<file path="src/rtl/scan_chain_ctrl_pkg.sv">
// ============================================================================
// scan_chain_ctrl_pkg : shared types and sizing helpers for the scan driver
// Revision: 1.0
// ============================================================================
`default_nettype none

package scan_chain_ctrl_pkg;

    typedef enum logic [1:0] {
        IDLE    = 2'd0,
        SHIFT   = 2'd1,
        CAPTURE = 2'd2,
        FLUSH   = 2'd3
    } state_t;

    // Bits needed to hold any value 0..n.
    function automatic int cnt_width(input int n);
        return (n < 1) ? 1 : $clog2(n + 1);
    endfunction

endpackage

`default_nettype wire

</file>
<file path="src/rtl/scan_resp_cmp.sv">
// ============================================================================
// scan_resp_cmp : serial response comparator for one unloading pattern
// Revision: 1.0
// ============================================================================
`default_nettype none

module scan_resp_cmp
    import scan_chain_ctrl_pkg::*;
#(
    parameter int CHAIN_LEN = 3,
    parameter int ERR_W     = 3
) (
    input  logic                 CK,
    input  logic                 RN,
    input  logic                 clr,
    input  logic                 load,
    input  logic                 shift,
    input  logic [CHAIN_LEN-1:0] exp_bits,
    input  logic [CHAIN_LEN-1:0] mask_bits,
    input  logic [ERR_W-1:0]     po_err,
    input  logic                 scan_out,
    output logic                 fin,
    output logic [ERR_W-1:0]     fin_err,
    output logic                 fin_fail
);

    localparam int            IW     = cnt_width(CHAIN_LEN);
    localparam logic [IW-1:0] I_LAST = IW'(CHAIN_LEN - 1);

    logic [CHAIN_LEN-1:0] prev_exp;
    logic [CHAIN_LEN-1:0] prev_mask;
    logic [IW-1:0]        idx;
    logic [ERR_W-1:0]     acc;
    logic                 pending;
    logic                 bit_mis;

    // The MSB of prev_exp always lines up with the flop now on scan_out.
    assign bit_mis  = pending & shift & prev_mask[CHAIN_LEN-1]
                    & (scan_out ^ prev_exp[CHAIN_LEN-1]);
    assign fin      = pending & shift & (idx == I_LAST);
    assign fin_err  = acc + ERR_W'(bit_mis);
    assign fin_fail = (fin_err != '0);

    always_ff @(posedge CK or negedge RN) begin
        if (!RN) begin
            prev_exp  <= '0;
            prev_mask <= '0;
            idx       <= '0;
            acc       <= '0;
            pending   <= 1'b0;
        end else if (load) begin
            prev_exp  <= exp_bits;
            prev_mask <= mask_bits;
            idx       <= '0;
            acc       <= po_err;
            pending   <= 1'b1;
        end else if (clr) begin
            pending   <= 1'b0;
        end else if (shift && pending) begin
            prev_exp  <= prev_exp << 1;
            prev_mask <= prev_mask << 1;
            idx       <= idx + IW'(1);
            acc       <= fin_err;
            if (fin) begin
                pending <= 1'b0;
            end
        end
    end

endmodule

`default_nettype wire

</file>
<file path="src/rtl/scan_chain_ctrl.sv">
// ============================================================================
// scan_chain_ctrl : load / capture / unload driver for one mux-D scan chain
// Revision: 1.0
// ============================================================================
`default_nettype none

module scan_chain_ctrl
    import scan_chain_ctrl_pkg::*;
#(
    parameter int CHAIN_LEN = 3,
    parameter int NUM_PI    = 4,
    parameter int NUM_PO    = 1,
    parameter int CNT_W     = 16
) (
    input  logic                 CK,
    input  logic                 RN,
    input  logic                 pat_valid,
    output logic                 pat_ready,
    input  logic [CHAIN_LEN-1:0] pat_si,
    input  logic [NUM_PI-1:0]    pat_pi,
    input  logic [CHAIN_LEN-1:0] pat_exp,
    input  logic [CHAIN_LEN-1:0] pat_mask,
    input  logic [NUM_PO-1:0]    pat_po_exp,
    input  logic [NUM_PO-1:0]    pat_po_mask,
    output logic                 scan_en,
    output logic                 scan_in,
    output logic [NUM_PI-1:0]    pi_out,
    input  logic                 scan_out,
    input  logic [NUM_PO-1:0]    po_in,
    output logic                 res_valid,
    output logic                 res_fail,
    output logic [CNT_W-1:0]     fail_count,
    output logic                 busy
);

    localparam int             KW      = cnt_width(CHAIN_LEN);
    localparam int             ERR_W   = cnt_width(CHAIN_LEN + NUM_PO);
    localparam int             SUM_W   = ((CNT_W > ERR_W) ? CNT_W : ERR_W) + 1;
    localparam logic [KW-1:0]  K_LAST  = KW'(CHAIN_LEN - 1);
    localparam logic [SUM_W-1:0] CNT_MAX = SUM_W'({CNT_W{1'b1}});

    state_t               state;
    logic [KW-1:0]        k;
    logic [CHAIN_LEN-1:0] sreg;
    logic [NUM_PI-1:0]    cur_pi;
    logic [CHAIN_LEN-1:0] cur_exp;
    logic [CHAIN_LEN-1:0] cur_mask;
    logic [NUM_PO-1:0]    cur_po_exp;
    logic [NUM_PO-1:0]    cur_po_mask;

    logic                 accept;
    logic                 shift_cyc;
    logic                 cmp_load;
    logic                 cmp_clr;
    logic [ERR_W-1:0]     po_err;
    logic                 cmp_fin;
    logic [ERR_W-1:0]     cmp_err;
    logic                 cmp_fail;
    logic [SUM_W-1:0]     cnt_sum;
    logic [CNT_W-1:0]     cnt_next;

    // pat_ready is only ever high in IDLE and CAPTURE, so this is the transfer.
    assign accept    = pat_valid & pat_ready;
    assign shift_cyc = (state == SHIFT) || (state == FLUSH);
    assign cmp_load  = (state == CAPTURE);
    assign cmp_clr   = accept && (state == IDLE);

    always_comb begin
        po_err = '0;
        for (int j = 0; j < NUM_PO; j++) begin
            po_err = po_err + ERR_W'(cur_po_mask[j] & (po_in[j] ^ cur_po_exp[j]));
        end
    end

    assign cnt_sum  = SUM_W'(fail_count) + SUM_W'(cmp_err);
    assign cnt_next = (cnt_sum > CNT_MAX) ? {CNT_W{1'b1}} : cnt_sum[CNT_W-1:0];

    scan_resp_cmp #(
        .CHAIN_LEN (CHAIN_LEN),
        .ERR_W     (ERR_W)
    ) u_cmp (
        .CK        (CK),
        .RN        (RN),
        .clr       (cmp_clr),
        .load      (cmp_load),
        .shift     (shift_cyc),
        .exp_bits  (cur_exp),
        .mask_bits (cur_mask),
        .po_err    (po_err),
        .scan_out  (scan_out),
        .fin       (cmp_fin),
        .fin_err   (cmp_err),
        .fin_fail  (cmp_fail)
    );

    always_ff @(posedge CK or negedge RN) begin
        if (!RN) begin
            state       <= IDLE;
            k           <= '0;
            sreg        <= '0;
            cur_pi      <= '0;
            cur_exp     <= '0;
            cur_mask    <= '0;
            cur_po_exp  <= '0;
            cur_po_mask <= '0;
            pat_ready   <= 1'b0;
            scan_en     <= 1'b0;
            scan_in     <= 1'b0;
            pi_out      <= '0;
            res_valid   <= 1'b0;
            res_fail    <= 1'b0;
            fail_count  <= '0;
            busy        <= 1'b0;
        end else begin
            res_valid <= cmp_fin;
            if (cmp_fin) begin
                res_fail   <= cmp_fail;
                fail_count <= cnt_next;
            end

            // A new pattern can be taken from IDLE or straight out of CAPTURE.
            if (accept) begin
                cur_pi      <= pat_pi;
                cur_exp     <= pat_exp;
                cur_mask    <= pat_mask;
                cur_po_exp  <= pat_po_exp;
                cur_po_mask <= pat_po_mask;
                sreg        <= pat_si << 1;
            end

            case (state)
                IDLE: begin
                    pat_ready <= 1'b1;
                    scan_en   <= 1'b0;
                    scan_in   <= 1'b0;
                    if (accept) begin
                        state     <= SHIFT;
                        k         <= '0;
                        scan_en   <= 1'b1;
                        scan_in   <= pat_si[CHAIN_LEN-1];
                        pat_ready <= 1'b0;
                        busy      <= 1'b1;
                    end
                end
                SHIFT, FLUSH: begin
                    if (k == K_LAST) begin
                        scan_en   <= 1'b0;
                        scan_in   <= 1'b0;
                        pat_ready <= 1'b1;
                        if (state == SHIFT) begin
                            state  <= CAPTURE;
                            pi_out <= cur_pi;
                        end else begin
                            state <= IDLE;
                            busy  <= 1'b0;
                        end
                    end else begin
                        k       <= k + KW'(1);
                        scan_in <= (state == SHIFT) ? sreg[CHAIN_LEN-1] : 1'b0;
                        if (state == SHIFT) begin
                            sreg <= sreg << 1;
                        end
                    end
                end
                CAPTURE: begin
                    pat_ready <= 1'b0;
                    scan_en   <= 1'b1;
                    k         <= '0;
                    if (accept) begin
                        state   <= SHIFT;
                        scan_in <= pat_si[CHAIN_LEN-1];
                    end else begin
                        state   <= FLUSH;
                        scan_in <= 1'b0;
                    end
                end
                default: begin
                    state <= IDLE;
                end
            endcase
        end
    end

endmodule

`default_nettype wire

</file>
<file path="config.mk">
export PLATFORM = sky130hd
export DESIGN_NAME = scan_chain_ctrl
export DESIGN_NICKNAME = d
export VERILOG_FILES = /design/src/rtl/scan_chain_ctrl_pkg.sv /design/src/rtl/scan_resp_cmp.sv /design/src/rtl/scan_chain_ctrl.sv
export SDC_FILE = /design/constraint.sdc
export NUM_CORES = 1
export LEC_CHECK = 0
export BUFFER_PORTS_ARGS = -buffer_cell sky130_fd_sc_hd__buf_2
export CORE_ASPECT_RATIO = 1.5
export CORE_MARGIN = 8
export CORE_UTILIZATION = 48
export CTS_BUF_LIST = sky130_fd_sc_hd__clkbuf_8
export CTS_CLUSTER_SIZE = 30
export DETAILED_ROUTE_END_ITERATION = 10
export GPL_TIMING_DRIVEN = 0
export PLACE_DENSITY = 0.76
export SETUP_SLACK_MARGIN = 0.2
export SYNTH_ARGS = -nofsm -noshare
export SYNTH_HDL_FRONTEND = slang
export SYNTH_SLANG_ARGS = --single-unit
</file>
<file path="constraint.sdc">
create_clock -name CK -period 2.7 [get_ports CK]
set_clock_uncertainty 0.05 [all_clocks]
set_input_delay 0.405 -clock CK [delete_from_list [all_inputs] [get_ports CK]]
set_output_delay 0.405 -clock CK [all_outputs]
set_load 0.03 [all_outputs]
</file>
==> metrics.txt <==
area of the mapped netlist 2710 µm²; Max-Slew Margin vs Limit 52.7%; Tot GR Track Use 16.2%; GRT overflow 0; CP arrival 2.87 ns; area grow syn2layout 34.8%; HPWL Detailed 4130 µm; Pins Over Slew Limit 0; 1st-pass router iterations 4; PD cells 1130 nW/µm²; Die ar. 8350 µm²; Final Hold Viols 0; Avg WL per Cell 15.5 µm; pre-CTS setup slack -0.315 ns; worst path required time 2.86 ns; final setup fails 4; Area after DPL 3130 µm²; Root Driver clkbuf_8; Synth Area in XOR/XNOR 2.91%; maxcap violations 0; fin area 3650 µm²; clock sinks 57; maximum vdd drop 0.000756 V; # nets final 356; RePlAce Congestion 0.778; adder-cell area share of the yosys netlist 6.28%; Filler cells 448; share of cells above drive strength 1 41.2%; worst slew pin tran 0.709 ns; RSZ-0062 raised after global routing true; largest net degree at the start of global routing 58; Via density 5.35; violations in the final reports setup timing; Reg-to-Reg Start state[0]; I/O Pins 46; Syn Inst Count 245; Hold-fix buffers, CTS 0; Iteration-0 DRC Markers 95; Seq/Total Area, Yosys 52.7%; # DRC 0; multiplexer area fraction after synthesis 10.8%; Tmin final 2.71 ns; diode count 0; Core ar. 5450 µm²; FMAX 368 MHz; Pleak 1.73 nW; number of flops mapped to enable cells by yosys 0; commonest cells after routing, fill and taps aside 55 x dfrtp_1, 46 x buf_2, 34 x nand2_1, 18 x mux2_2, 18 x buf_4; Synth cell types 39; Clk Latency, worst-skew pair 0.33 ns; largest family of logic cells by synthesized area simple AND/OR/NAND/NOR gates; syn nets 278; worst hold path class in2async; synth warn 0; Avg Inst Size Synth 11.1 µm²; worst hold slack 0.0704 ns; CTS HTree Levels 3; simple-gate share of the synthesized area 14.3%; status finished, violations left; WL final 6150 µm; number of global-route vias before repair 2373; CP max FO 5; initial core utilization 49.7%; global-route wire length before repair 10900 µm; via count 2130; fraction of registers with async set/reset 100%; Synth Flop Type dfrtp_1; initial antenna violation count 0; DIE HEIGHT 108 µm; commonest non-fill, non-tap cell in the layout dfrtp_1; CTS buffer count 9; Synth Area in Compound Gates 10.8%; port buffer count 45; post-route antenna net violation count 0; #FFs+latches synth 57; Final Power 4.13 mW; Worst-path clk slew 0.07 ns; final worst-path cycle share 101%; Die W 77.3 µm; crit end category flip-flop; CTS tree yes; clock tree buffer depth 2; kind of critical path reg2reg; standard-cell rows 33; startpoint types flip-flop; setup ws final -0.0141 ns; crit path from state[0]
[report_power, final]
group	leakage, nW	internal, mW	switching (mW)
Clock	0.115	0.566	0.344
Combinational	0.899	0.820	1.01
Sequential	0.719	1.16	0.226
Total	1.73	2.55	1.58
[worst paths after layout]
path,endpoint,slack [ns],depth (start not counted)
setup / recovery,fail_count[13],-0.01,13
hold / removal,fail_count[10],0.07,1
setup reg to reg,fail_count[13],-0.01,13
hold reg to reg,k[0],0.41,1
max in group asynchronous,state[0],2.03,1
min in group CK,cur_exp[0],0.25,2
[critical path: stages (launching register included)]
cell and delay, ns:
dfrtp_2 0.46, ha_4 0.19, nor2_4 0.14, nor3_4 0.06
ha_4 0.17, ha_4 0.17, xor2_4 0.16, ha_4 0.33
buf_6 0.11, a21oi_4 0.05, a211oi_4 0.29, buf_6 0.15
and4_1 0.19, a31oi_1 0.08
[what timing repair did]
| item | CTS | global route |
|---|---|---|
| cloned | 0 | 0 |
| gates resized for setup | 23 | 4 |
| setup buffers | 19 | 3 |
| pin swaps | 16 | 12 |
| setup endpoints to repair | 16 | 16 |
[metal layers]
metal / global-route usage (%) / up-vias / wire, µm
li1: - / 1020 / -
met1: 16.3 / 1043 / 2440
met2: 28.3 / 55 / 3190
met3: 6.89 / 12 / 419
met4: 7.45 / 0 / 101
met5: 0 / - / 0
[layout make-up]
class / instances / area, µm² / share of cell area (%)
multi-input cells: 173 / 1430 / 39.1
clock buffers: 11 / 151 / 4.15
repair buffers: 67 / 412 / 11.3
flip-flops and latches: 57 / 1430 / 39.1
inverters: 7 / 26.3 / 0.720
plain buffers: 8 / 40.0 / 1.10
clock inverters: 5 / 77.6 / 2.12
well taps: 70 / 87.6 / 2.40
[flip-flops by register name (all words and copies together), names as in the netlist]
register         cells
cur_mask             3
scan_in              1
state                2
fail_count          16
res_fail             1
busy                 1
res_valid            1
u_cmp.prev_exp       3
cur_po_exp           1
pat_ready            1
k                    2
u_cmp.idx            2
cur_exp              3
cur_po_mask          1
sreg                 3
u_cmp.acc            3
pi_out               4
cur_pi               4
u_cmp.prev_mask      3
scan_en              1
u_cmp.pending        1
[stage by stage]
step                TNS (ns)  instances  utilization [%]
global placement       -3.39        360             57.5
finish               -0.0190        398             67.0
floorplan                  0        245                -
CTS                  -0.0158        395             66.2
global route          -0.572        398             67.0
detailed placement     -3.73        360             57.5
[logic make-up after synthesis]
group | Yosys count
multiplexers | 27
adder cells (fa/ha/maj) | 13
AND/OR/NAND/NOR | 77
flip-flops | 57
AO/OA/AOI/OAI | 47
XOR/XNOR | 9
buffers and inverters | 15
[synth_stat cells (2+ instances only)]
library cell / number / area (µm²)
dfrtp_1: 57 / 1430
nand2_1: 36 / 135
o21ai_0: 19 / 95.1
mux2_2: 18 / 203
ha_1: 12 / 150
a21oi_1: 10 / 50.1
mux2i_1: 9 / 90.1
nand3_1: 8 / 40.0
nor2_1: 8 / 30.0
inv_1: 7 / 26.3
xnor2_1: 7 / 61.3
a31oi_1: 6 / 37.5
clkbuf_1: 5 / 18.8
and3_1: 4 / 25.0
and4_1: 4 / 35.0
buf_2: 3 / 15.0
nor2b_1: 3 / 18.8
nor3_1: 3 / 15.0
and2_1: 2 / 12.5
nand2b_1: 2 / 12.5
nand4_1: 2 / 12.5
nor3b_1: 2 / 15.0
xor2_1: 2 / 17.5
No activity file was read; power rests on OpenSTA's default activity.
